**config.mk**
```make
export PLATFORM = sky130hd
export DESIGN_NAME = control_mc
export DESIGN_NICKNAME = d
export VERILOG_FILES = /design/src/rtl/control_mc_pkg.sv /design/src/rtl/control_mc_imm_gen.sv /design/src/rtl/control_mc.sv
export SDC_FILE = /design/constraint.sdc
export NUM_CORES = 1
export LEC_CHECK = 0
export BUFFER_PORTS_ARGS = -buffer_cell sky130_fd_sc_hd__buf_2
export CORE_UTILIZATION = 51
export DETAILED_ROUTE_END_ITERATION = 7
export GPL_ROUTABILITY_DRIVEN = 1
export PLACE_DENSITY = 0.9
export SYNTH_ARGS = -nofsm -noshare
export SYNTH_HDL_FRONTEND = slang
export SYNTH_SLANG_ARGS = --single-unit
```
**constraint.sdc**
```tcl
create_clock -name clk_i -period 4.3 [get_ports clk_i]
set_input_delay 1.29 -clock clk_i [delete_from_list [all_inputs] [get_ports clk_i]]
set_output_delay 1.29 -clock clk_i [all_outputs]
set_load 0.005 [all_outputs]
```
**src/rtl/control_mc_pkg.sv**
```systemverilog
// control_mc_pkg: shared encodings for the multi-cycle RV32I control unit
package control_mc_pkg;

    typedef enum logic [2:0] {
        S_RESET,
        S_FETCH,
        S_EXEC,
        S_MEM,
        S_TRAP
    } state_e;

    localparam logic [1:0] REG_SEL_ALU = 2'd0;
    localparam logic [1:0] REG_SEL_MEM = 2'd1;
    localparam logic [1:0] REG_SEL_PC4 = 2'd2;

    localparam logic [1:0] PC_NEXT_SEL_INC = 2'd0;
    localparam logic [1:0] PC_NEXT_SEL_IMM = 2'd1;
    localparam logic [1:0] PC_NEXT_SEL_ALU = 2'd2;

    localparam logic [3:0] ALU_ADD  = 4'd0;
    localparam logic [3:0] ALU_SUB  = 4'd1;
    localparam logic [3:0] ALU_SLL  = 4'd2;
    localparam logic [3:0] ALU_SLT  = 4'd3;
    localparam logic [3:0] ALU_SLTU = 4'd4;
    localparam logic [3:0] ALU_XOR  = 4'd5;
    localparam logic [3:0] ALU_SRL  = 4'd6;
    localparam logic [3:0] ALU_SRA  = 4'd7;
    localparam logic [3:0] ALU_OR   = 4'd8;
    localparam logic [3:0] ALU_AND  = 4'd9;
    localparam logic [3:0] ALU_EQ   = 4'd10;

    localparam logic [6:0] OPC_LUI      = 7'b0110111;
    localparam logic [6:0] OPC_AUIPC    = 7'b0010111;
    localparam logic [6:0] OPC_JAL      = 7'b1101111;
    localparam logic [6:0] OPC_JALR     = 7'b1100111;
    localparam logic [6:0] OPC_BRANCH   = 7'b1100011;
    localparam logic [6:0] OPC_LOAD     = 7'b0000011;
    localparam logic [6:0] OPC_STORE    = 7'b0100011;
    localparam logic [6:0] OPC_OP_IMM   = 7'b0010011;
    localparam logic [6:0] OPC_OP       = 7'b0110011;
    localparam logic [6:0] OPC_MISC_MEM = 7'b0001111;
    localparam logic [6:0] OPC_SYSTEM   = 7'b1110011;

    // alt selects SUB over ADD and SRA over SRL
    function automatic logic [3:0] arith_op(input logic [2:0] f3, input logic alt);
        case (f3)
            3'b000:  return alt ? ALU_SUB : ALU_ADD;
            3'b001:  return ALU_SLL;
            3'b010:  return ALU_SLT;
            3'b011:  return ALU_SLTU;
            3'b100:  return ALU_XOR;
            3'b101:  return alt ? ALU_SRA : ALU_SRL;
            3'b110:  return ALU_OR;
            default: return ALU_AND;
        endcase
    endfunction

    // funct3[0] only inverts the sense, so each pair shares one compare
    function automatic logic [3:0] br_op(input logic [2:0] f3);
        return f3[2] ? (f3[1] ? ALU_SLTU : ALU_SLT) : ALU_EQ;
    endfunction

endpackage

```
**src/rtl/control_mc_imm_gen.sv**
```systemverilog
// imm_gen: sign-extended immediate for the I/S/B/U/J formats of an RV32I instruction
module imm_gen
    import control_mc_pkg::*;
#(
    parameter int XLEN = 32
) (
    input  logic [31:0]     ir_i,
    output logic [XLEN-1:0] imm_o
);

    logic [6:0]  opc;
    logic [31:0] imm;

    assign opc = ir_i[6:0];

    // format is chosen by opcode; anything not S/B/U/J uses the I layout
    always_comb begin
        imm = (opc == OPC_STORE)  ? {{20{ir_i[31]}}, ir_i[31:25], ir_i[11:7]} :
              (opc == OPC_BRANCH) ? {{20{ir_i[31]}}, ir_i[7], ir_i[30:25], ir_i[11:8], 1'b0} :
              (opc == OPC_LUI || opc == OPC_AUIPC) ? {ir_i[31:12], 12'b0} :
              (opc == OPC_JAL)    ? {{12{ir_i[31]}}, ir_i[19:12], ir_i[20], ir_i[30:21], 1'b0} :
                                    {{20{ir_i[31]}}, ir_i[31:20]};
        imm_o = XLEN'($signed(imm));
    end

endmodule

```
**src/rtl/control_mc.sv**
```systemverilog
// control_mc: multi-cycle fetch/execute/memory control FSM for an RV32I core
module control_mc
    import control_mc_pkg::*;
#(
    parameter int XLEN    = 32,
    parameter bit HAS_MEM = 1
) (
    input  logic            clk_i,
    input  logic            rst_i,
    output logic            imem_req_o,
    input  logic            imem_ack_i,
    input  logic [31:0]     instr_i,
    output logic            dmem_req_o,
    output logic            dmem_we_o,
    output logic [1:0]      dmem_size_o,
    input  logic            dmem_ack_i,
    input  logic            br_cond_i,
    output logic            wr_en_o,
    output logic [4:0]      rd_idx_o,
    output logic [4:0]      rs1_idx_o,
    output logic [4:0]      rs2_idx_o,
    output logic [XLEN-1:0] imm_data_o,
    output logic [3:0]      alu_op_o,
    output logic            alu_a_sel_o,
    output logic            alu_b_sel_o,
    output logic [1:0]      reg_sel_o,
    output logic            pc_wr_o,
    output logic [1:0]      pc_next_sel_o,
    output logic            illegal_o
);

    state_e      state_q, state_d;
    logic [31:0] ir_q, ir_d;
    logic [6:0]  opc;
    logic [2:0]  f3;
    logic        is_lui, is_auipc, is_jal, is_jalr, is_branch, is_op, is_opimm;
    logic        ld_ok, st_ok, br_ok, is_mem, legal, wr;

    assign opc       = ir_q[6:0];
    assign f3        = ir_q[14:12];
    assign is_lui    = opc == OPC_LUI;
    assign is_auipc  = opc == OPC_AUIPC;
    assign is_jal    = opc == OPC_JAL;
    assign is_jalr   = opc == OPC_JALR;
    assign is_branch = opc == OPC_BRANCH;
    assign is_op     = opc == OPC_OP;
    assign is_opimm  = opc == OPC_OP_IMM;
    assign ld_ok     = HAS_MEM && opc == OPC_LOAD && f3 != 3'b011 && f3[2:1] != 2'b11;
    assign st_ok     = HAS_MEM && opc == OPC_STORE && f3[2:1] != 2'b11 && !f3[2];
    assign br_ok     = is_branch && f3[2:1] != 2'b01;
    assign is_mem    = ld_ok || st_ok;
    assign legal     = is_lui || is_auipc || is_jal || is_jalr || is_op || is_opimm || br_ok || is_mem
                    || opc == OPC_MISC_MEM || opc == OPC_SYSTEM;

    assign imem_req_o = state_q == S_FETCH;
    assign dmem_req_o = state_q == S_MEM;
    assign illegal_o  = state_q == S_TRAP;
    assign rd_idx_o   = ir_q[11:7];
    assign rs1_idx_o  = is_lui ? 5'd0 : ir_q[19:15];
    assign rs2_idx_o  = ir_q[24:20];
    assign wr_en_o    = wr && ir_q[11:7] != 5'd0;

    imm_gen #(.XLEN(XLEN)) u_imm (
        .ir_i  (ir_q),
        .imm_o (imm_data_o)
    );

    // state and instruction register
    always_ff @(posedge clk_i) begin
        if (rst_i) begin
            state_q <= S_RESET;
            ir_q    <= '0;
        end else begin
            state_q <= state_d;
            ir_q    <= ir_d;
        end
    end

    // next state, IR capture and datapath controls
    always_comb begin
        state_d       = state_q;
        ir_d          = ir_q;
        wr            = 1'b0;
        pc_wr_o       = 1'b0;
        pc_next_sel_o = PC_NEXT_SEL_INC;
        reg_sel_o     = REG_SEL_ALU;
        alu_op_o      = ALU_ADD;
        alu_a_sel_o   = 1'b0;
        alu_b_sel_o   = 1'b0;
        dmem_we_o     = 1'b0;
        dmem_size_o   = 2'b00;
        case (state_q)
            S_RESET: state_d = S_FETCH;
            S_FETCH: begin
                ir_d    = imem_ack_i ? instr_i : ir_q;
                state_d = imem_ack_i ? S_EXEC : S_FETCH;
            end
            S_EXEC: begin
                state_d       = !legal ? S_TRAP : is_mem ? S_MEM : S_FETCH;
                pc_wr_o       = legal && !is_mem;
                wr            = is_lui || is_auipc || is_op || is_opimm || is_jal || is_jalr;
                alu_a_sel_o   = is_auipc;
                alu_b_sel_o   = is_lui || is_auipc || is_opimm || is_jalr || is_mem;
                alu_op_o      = is_branch ? br_op(f3) :
                                (is_op || is_opimm) ? arith_op(f3, ir_q[30] && (is_op || f3 == 3'b101)) : ALU_ADD;
                reg_sel_o     = (is_jal || is_jalr) ? REG_SEL_PC4 : REG_SEL_ALU;
                pc_next_sel_o = is_jal ? PC_NEXT_SEL_IMM : is_jalr ? PC_NEXT_SEL_ALU :
                                (is_branch && (br_cond_i ^ f3[0])) ? PC_NEXT_SEL_IMM : PC_NEXT_SEL_INC;
            end
            S_MEM: begin
                alu_b_sel_o = 1'b1;
                dmem_we_o   = opc == OPC_STORE;
                dmem_size_o = f3[1:0];
                reg_sel_o   = REG_SEL_MEM;
                wr          = dmem_ack_i && opc == OPC_LOAD;
                pc_wr_o     = dmem_ack_i;
                state_d     = dmem_ack_i ? S_FETCH : S_MEM;
            end
            default: state_d = S_TRAP;
        endcase
    end

endmodule
```
# ---- Word-level counts from Yosys, hierarchy flattened
# Index checks and enable logic that the tools add are counted.
dict set report word_totals {
  register_bits 35
  inputBits 37
  word_cells 93
  output_inout_bits 65
}
dict set report op_classes {
  reduce_logical 36
  bitwise 1
  n_eq_ne 24
  muxes 30
}
# cell n
set op_table {}
lappend op_table {{$mux 31} 3}
lappend op_table {{$eq 7x7->1 const B} 4}
lappend op_table {{$pmux 4 s7} 1}
lappend op_table {{$eq 7x6->1 const B} 3}
lappend op_table {{$logic_or 1x1->1} 20}
lappend op_table {{$mux 20} 1}
lappend op_table {{$mux 2} 8}
lappend op_table {{$mux 4} 4}
lappend op_table {{$eq 7x5->1 const B} 2}
lappend op_table {{$eq 3x2->1 const B} 4}
lappend op_table {{$eq 3x3->1 const B} 4}
lappend op_table {{$pmux 3 s4} 1}
lappend op_table {{$logic_and 1x1->1} 10}
lappend op_table {{$eq 7x2->1 const B} 1}
lappend op_table {{$eq 7x4->1 const B} 1}
lappend op_table {{$eq 3x1->1 const B} 2}
lappend op_table {{$logic_not 3->1} 2}
lappend op_table {{$mux 3} 2}
lappend op_table {{$pmux 1 s2} 3}
lappend op_table {{$mux 1} 5}
lappend op_table {{$mux 5} 1}
lappend op_table {{$reduce_bool 5->1} 1}
lappend op_table {{$pmux 2 s2} 1}
lappend op_table {{$ne 3x2->1 const B} 1}
lappend op_table {{other kinds (5)} 6}

# ---- Logic depth before layout (Yosys ltp)
dict set report logic_depth {
  ltp_word 12
  depth_mapped 7
  depth_no_buf 4
}

# ---- Cells and area by module
# Synthesis repeated with hierarchy kept, for this count alone.
dict set report unflattened {
  cells_unflattened 301
  hier_area_um2 2222.1
}
# module cells_each seq_area_each_um2 instances area_each_um2
set modules_own_cells {}
lappend modules_own_cells {control_mc 251 700.7 1 1836.8}
lappend modules_own_cells {imm_gen 50 0.0 1 385.4}

# ---- Worst setup path after synthesis
# No wires, ideal clock.
dict set report synth_timing {
  kind {input to output}
  startpoint {in dmem_ack_i}
  endpoint {out wr_en_o}
  path_stages 2
  t_arrival_ns 1.644
  path_slack_ns 1.366
  n_path_buf 0
  required_time_ns 3.010
  path_cell_list {nand4b_1 a211oi_1}
}
dict set report synth_via {
  elab_chain_len 3
}
# element line
set synth_lines {}
lappend synth_lines {{from (decl)} control_mc.sv:16} ;# input logic dmem_ack_i,
lappend synth_lines {{$logic_and 1x1->1} control_mc.sv:115} ;# wr = dmem_ack_i && opc == OPC_LOAD;
lappend synth_lines {{$pmux 1 s2} control_mc.sv:92} ;# case (state_q)
lappend synth_lines {{$logic_and 1x1->1} control_mc.sv:61} ;# assign wr_en_o = wr && ir_q[11:7] != 5'd0;
lappend synth_lines {{to (decl)} control_mc.sv:18} ;# output logic wr_en_o,
# No other way between the ends.

# ---- Final worst setup path
dict set report layout_timing {
  startpoint {reg ir_q[4]}
  endpoint {out imm_data_o[28]}
}
dict set report layout_via {
  elab_chain_len 5
}
# element line
set layout_lines {}
lappend layout_lines {{from (decl)} control_mc.sv:33} ;# logic [31:0] ir_q, ir_d;
lappend layout_lines {{from (signal assigned)} control_mc.sv:75} ;# ir_q <= ir_d;
lappend layout_lines {{$eq 7x6->1 / $eq 7x5->1 (equally long branches)} control_mc_imm_gen.sv:20} ;# (opc == OPC_LUI || opc == OPC_AUIPC) ? {ir_i[31:12], 12'b0} :
lappend layout_lines {{$logic_or 1x1->1} control_mc_imm_gen.sv:20}
lappend layout_lines {{$mux 31} control_mc_imm_gen.sv:20}
lappend layout_lines {{$mux 31} control_mc_imm_gen.sv:19} ;# (opc == OPC_BRANCH) ? {{20{ir_i[31]}}, ir_i[7], ir_i[30:25], ir_i[11:8], 1'b0} :
lappend layout_lines {{$mux 31 *} control_mc_imm_gen.sv:18} ;# imm = (opc == OPC_STORE) ? {{20{ir_i[31]}}, ir_i[31:25], ir_i[11:7]} :
lappend layout_lines {{to (decl)} control_mc.sv:22} ;# output logic [XLEN-1:0] imm_data_o,
# Every way passes the cells marked *; elsewhere a longest branch is shown, timed or not.

==> results by group <==
Run status
  • Outcome: finished, final reports clean

Run
  • Max-Cap Viols: 0

Power and ir drop
  • Pwr/cell area: around 290 nW/um^2
  • Leakage: approximately 1.4 nW
  • Pwr Total: 0.000769 W
  • Peak supply drop: approximately 0.00018 V

Clocking
  • TritonCTS Buffers: 5
  • Root Driver: clkbuf_8
  • Clk buf depth: 2
  • Clock Sinks: 35
  • CTS tree: built
  • Htree depth: 2
  • Clk Latency, worst-skew pair: between 0.2 and 0.3 ns
  • Reg clk slew, reported paths: approximately 0.070 ns
  • Post-CTS setup repair buffer count: 0
  • CTS resizes: 0
  • Cts hold-fix bufs: 0

Global routing
  • Total grt overflow: 0
  • GRT Resource Usage Total: a little over a quarter
  • Pin count of the biggest net entering global routing: 36
  • Initial antenna violation count: 0
  • First-pass GRT wire length: roughly 9300 microns
  • Vias in the first global route: about 2.1k

Worst setup path
  • Worst path cell trace: nand4b_4 > nor3b_4 > nor2_1 > a21o_1 > buf_2
  • CP startpoint: ir_q[4]
  • Worst EP required: roughly 3.0 ns
  • Crit path depth: 5
  • Crit Path Max Fanout: 13
  • Crit path DAT: around 2.3 ns
  • Critical Path End: imm_data_o[28]
  • CP peak stage delay: around 0.53 ns
  • Crit path buffers/inverters: 1
  • Worst reg2reg startpoint: state_q[0]
  • Crit path launch type: flop
  • Worst R2R Path Depth: 4
  • R2r setup slk: ~2.3 ns
  • CP max-delay cell: dfxtp_1
  • Critical path class: reg2out
  • FF-to-FF End: ir_q[15]
  • CP top delay family: simple AND/OR/NAND/NOR gates
  • CP endpoint kind: output pin

Timing
  • Final Slew Violations: 0
  • Setup TNS: 0 ns
  • Slew at the pin closest to its max-slew limit: 1.08 ns
  • Max-slew headroom: roughly 28%
  • Fin crit period: 3.55 ns
  • Hold Fails Final Rpt: 0
  • Tcrit/Tclk final: 82.5%
  • RSZ-0062 raised after global routing: no
  • Endpoints failing setup: 0
  • Max Clock Freq: 282 MHz
  • Clock skew: between 0.003 and 0.004 ns

Synth
  • Synth top cells by count: 71 x nand2_1, 40 x a21oi_1, 35 x dfxtp_1
  • Post-Syn Area: about 2200 sq um
  • Synth area leader: dfxtp_1
  • Ys Warns: 0
  • Synth unique cells: 46
  • Dominant cells by area after synthesis: dfxtp_1 32%, nand2_1 12%, a21oi_1 9.1%
  • Seq cells post-synth: 35
  • Number of flops mapped to enable cells by yosys: 0
  • Cells after Synth: 300
  • Top cell type's share of synthesized area: 31.8%
  • Top-count cell post-synth: nand2_1
  • Seq/Total Area, Yosys: between 30% and 40%
  • FFs w/ async S/R, synth: 0%
  • Ys flop type: dfxtp_1
  • Mapped Nets: between 300 and 400
  • Synth Area per Inst: ~7.3 sq um

Worst hold path
  • Hold Crit Class: reg2reg

Floorplanning
  • Top Ports: approximately 100
  • Die Wd: approximately 68 microns
  • Core area: 4090 sq um
  • Die area: between 4000 and 5000 sq um
  • Row count: 23
  • Initial core utilization: a little over half
  • Die Ht: around 68 microns

Placement
  • RD Place Congestion: roughly 0.95
  • Hpwl dp: ~4300 microns
  • PortBufs: slightly above 100

Drt
  • Drt first pass iters: 4
  • Vias per inst: around 5.5
  • Total number of vias: roughly 2.3k
  • Final wirelength: around 6000 microns
  • Initial DRC Count: roughly 130
  • Remaining DRCs: 0
  • Mean routed wirelength per cell: ~14 microns
  • Antenna viol nets, final: 0

Finish
  • Share of cells above drive strength 1: 31.4%
  • NumNets Final: slightly above 400
  • ANT cells: 0
  • Area Overhead vs Synth: 22.1%
[registers in the layout (all words and copies together) (netlist names)]
| signal | cells |
|---|---|
| state_q | 3 |
| ir_q | 32 |
[per-stage QoR]
stage,cell area (sq um),hold slack [ns],setup slack [ns],utilization [%],cells
floorplan,2200,0.445,1.37,-,300
global placement,2590,0.454,1.08,63.4,418
detailed placement,2590,0.461,1.06,63.4,418
CTS,2690,0.470,0.759,65.9,426
global route,2690,0.494,0.606,65.9,426
finish,2690,0.470,0.752,65.9,426
[worst register-to-register path, delay by kind of cell, from the launching register on]
kind	cells	cell delay [ns]
compound gates	1	0.10
simple gates	3	1.24
flops	1	0.51
[report_power, final]
group          internal, W  switching, W
registers         0.000343     0.0000289
logic            0.0000638     0.0000726
clock network     0.000146      0.000114
total             0.000553      0.000216
[how the worst min path moves through the flow]
stage	from	to	slack, ns	depth (start not counted)
final	ir_q[16]	ir_q[16]	0.47	2
after CTS	ir_q[16]	ir_q[16]	0.47	2
after global routing	ir_q[16]	ir_q[16]	0.49	2
after global placement	ir_q[15]	ir_q[15]	0.45	2
after floorplan	ir_q[15]	ir_q[15]	0.45	2
after detailed placement	ir_q[16]	ir_q[16]	0.46	2
[metal layers]
layer	vias to the layer above	wire [microns]	global-route usage [%]
met5	-	0	0
met4	0	93	9.31
met3	16	471	7.94
met2	102	2810	43.1
met1	1053	2580	33.2
li1	1159	-	-
[cells by family after synthesis]
group	share of synthesized area, %
xor+xnor	0.397
buf+inv	9.93
flops	31.8
simple gates	32.6
mux	2.27
compound gates	23.0
[layout make-up]
type / instances / area, sq um
clock buffers: 8 / 100
fillers: 370 / 1400
inverters: 6 / 22.5
multi-input cells: 224 / 1280
flip-flops and latches: 35 / 701
well taps: 50 / 62.6
repair buffers: 103 / 520
[cell usage in the layout, fill, tap and decap left out, drive strengths merged, types with 6 or more instances in the layout]
cell    count
nor2b      11
dfxtp      35
nor3       10
nor2       14
and2        7
inv         6
a21oi      40
buf       103
clkbuf      8
a21o       20
nand2      71
(Power assumes the default switching activity.)
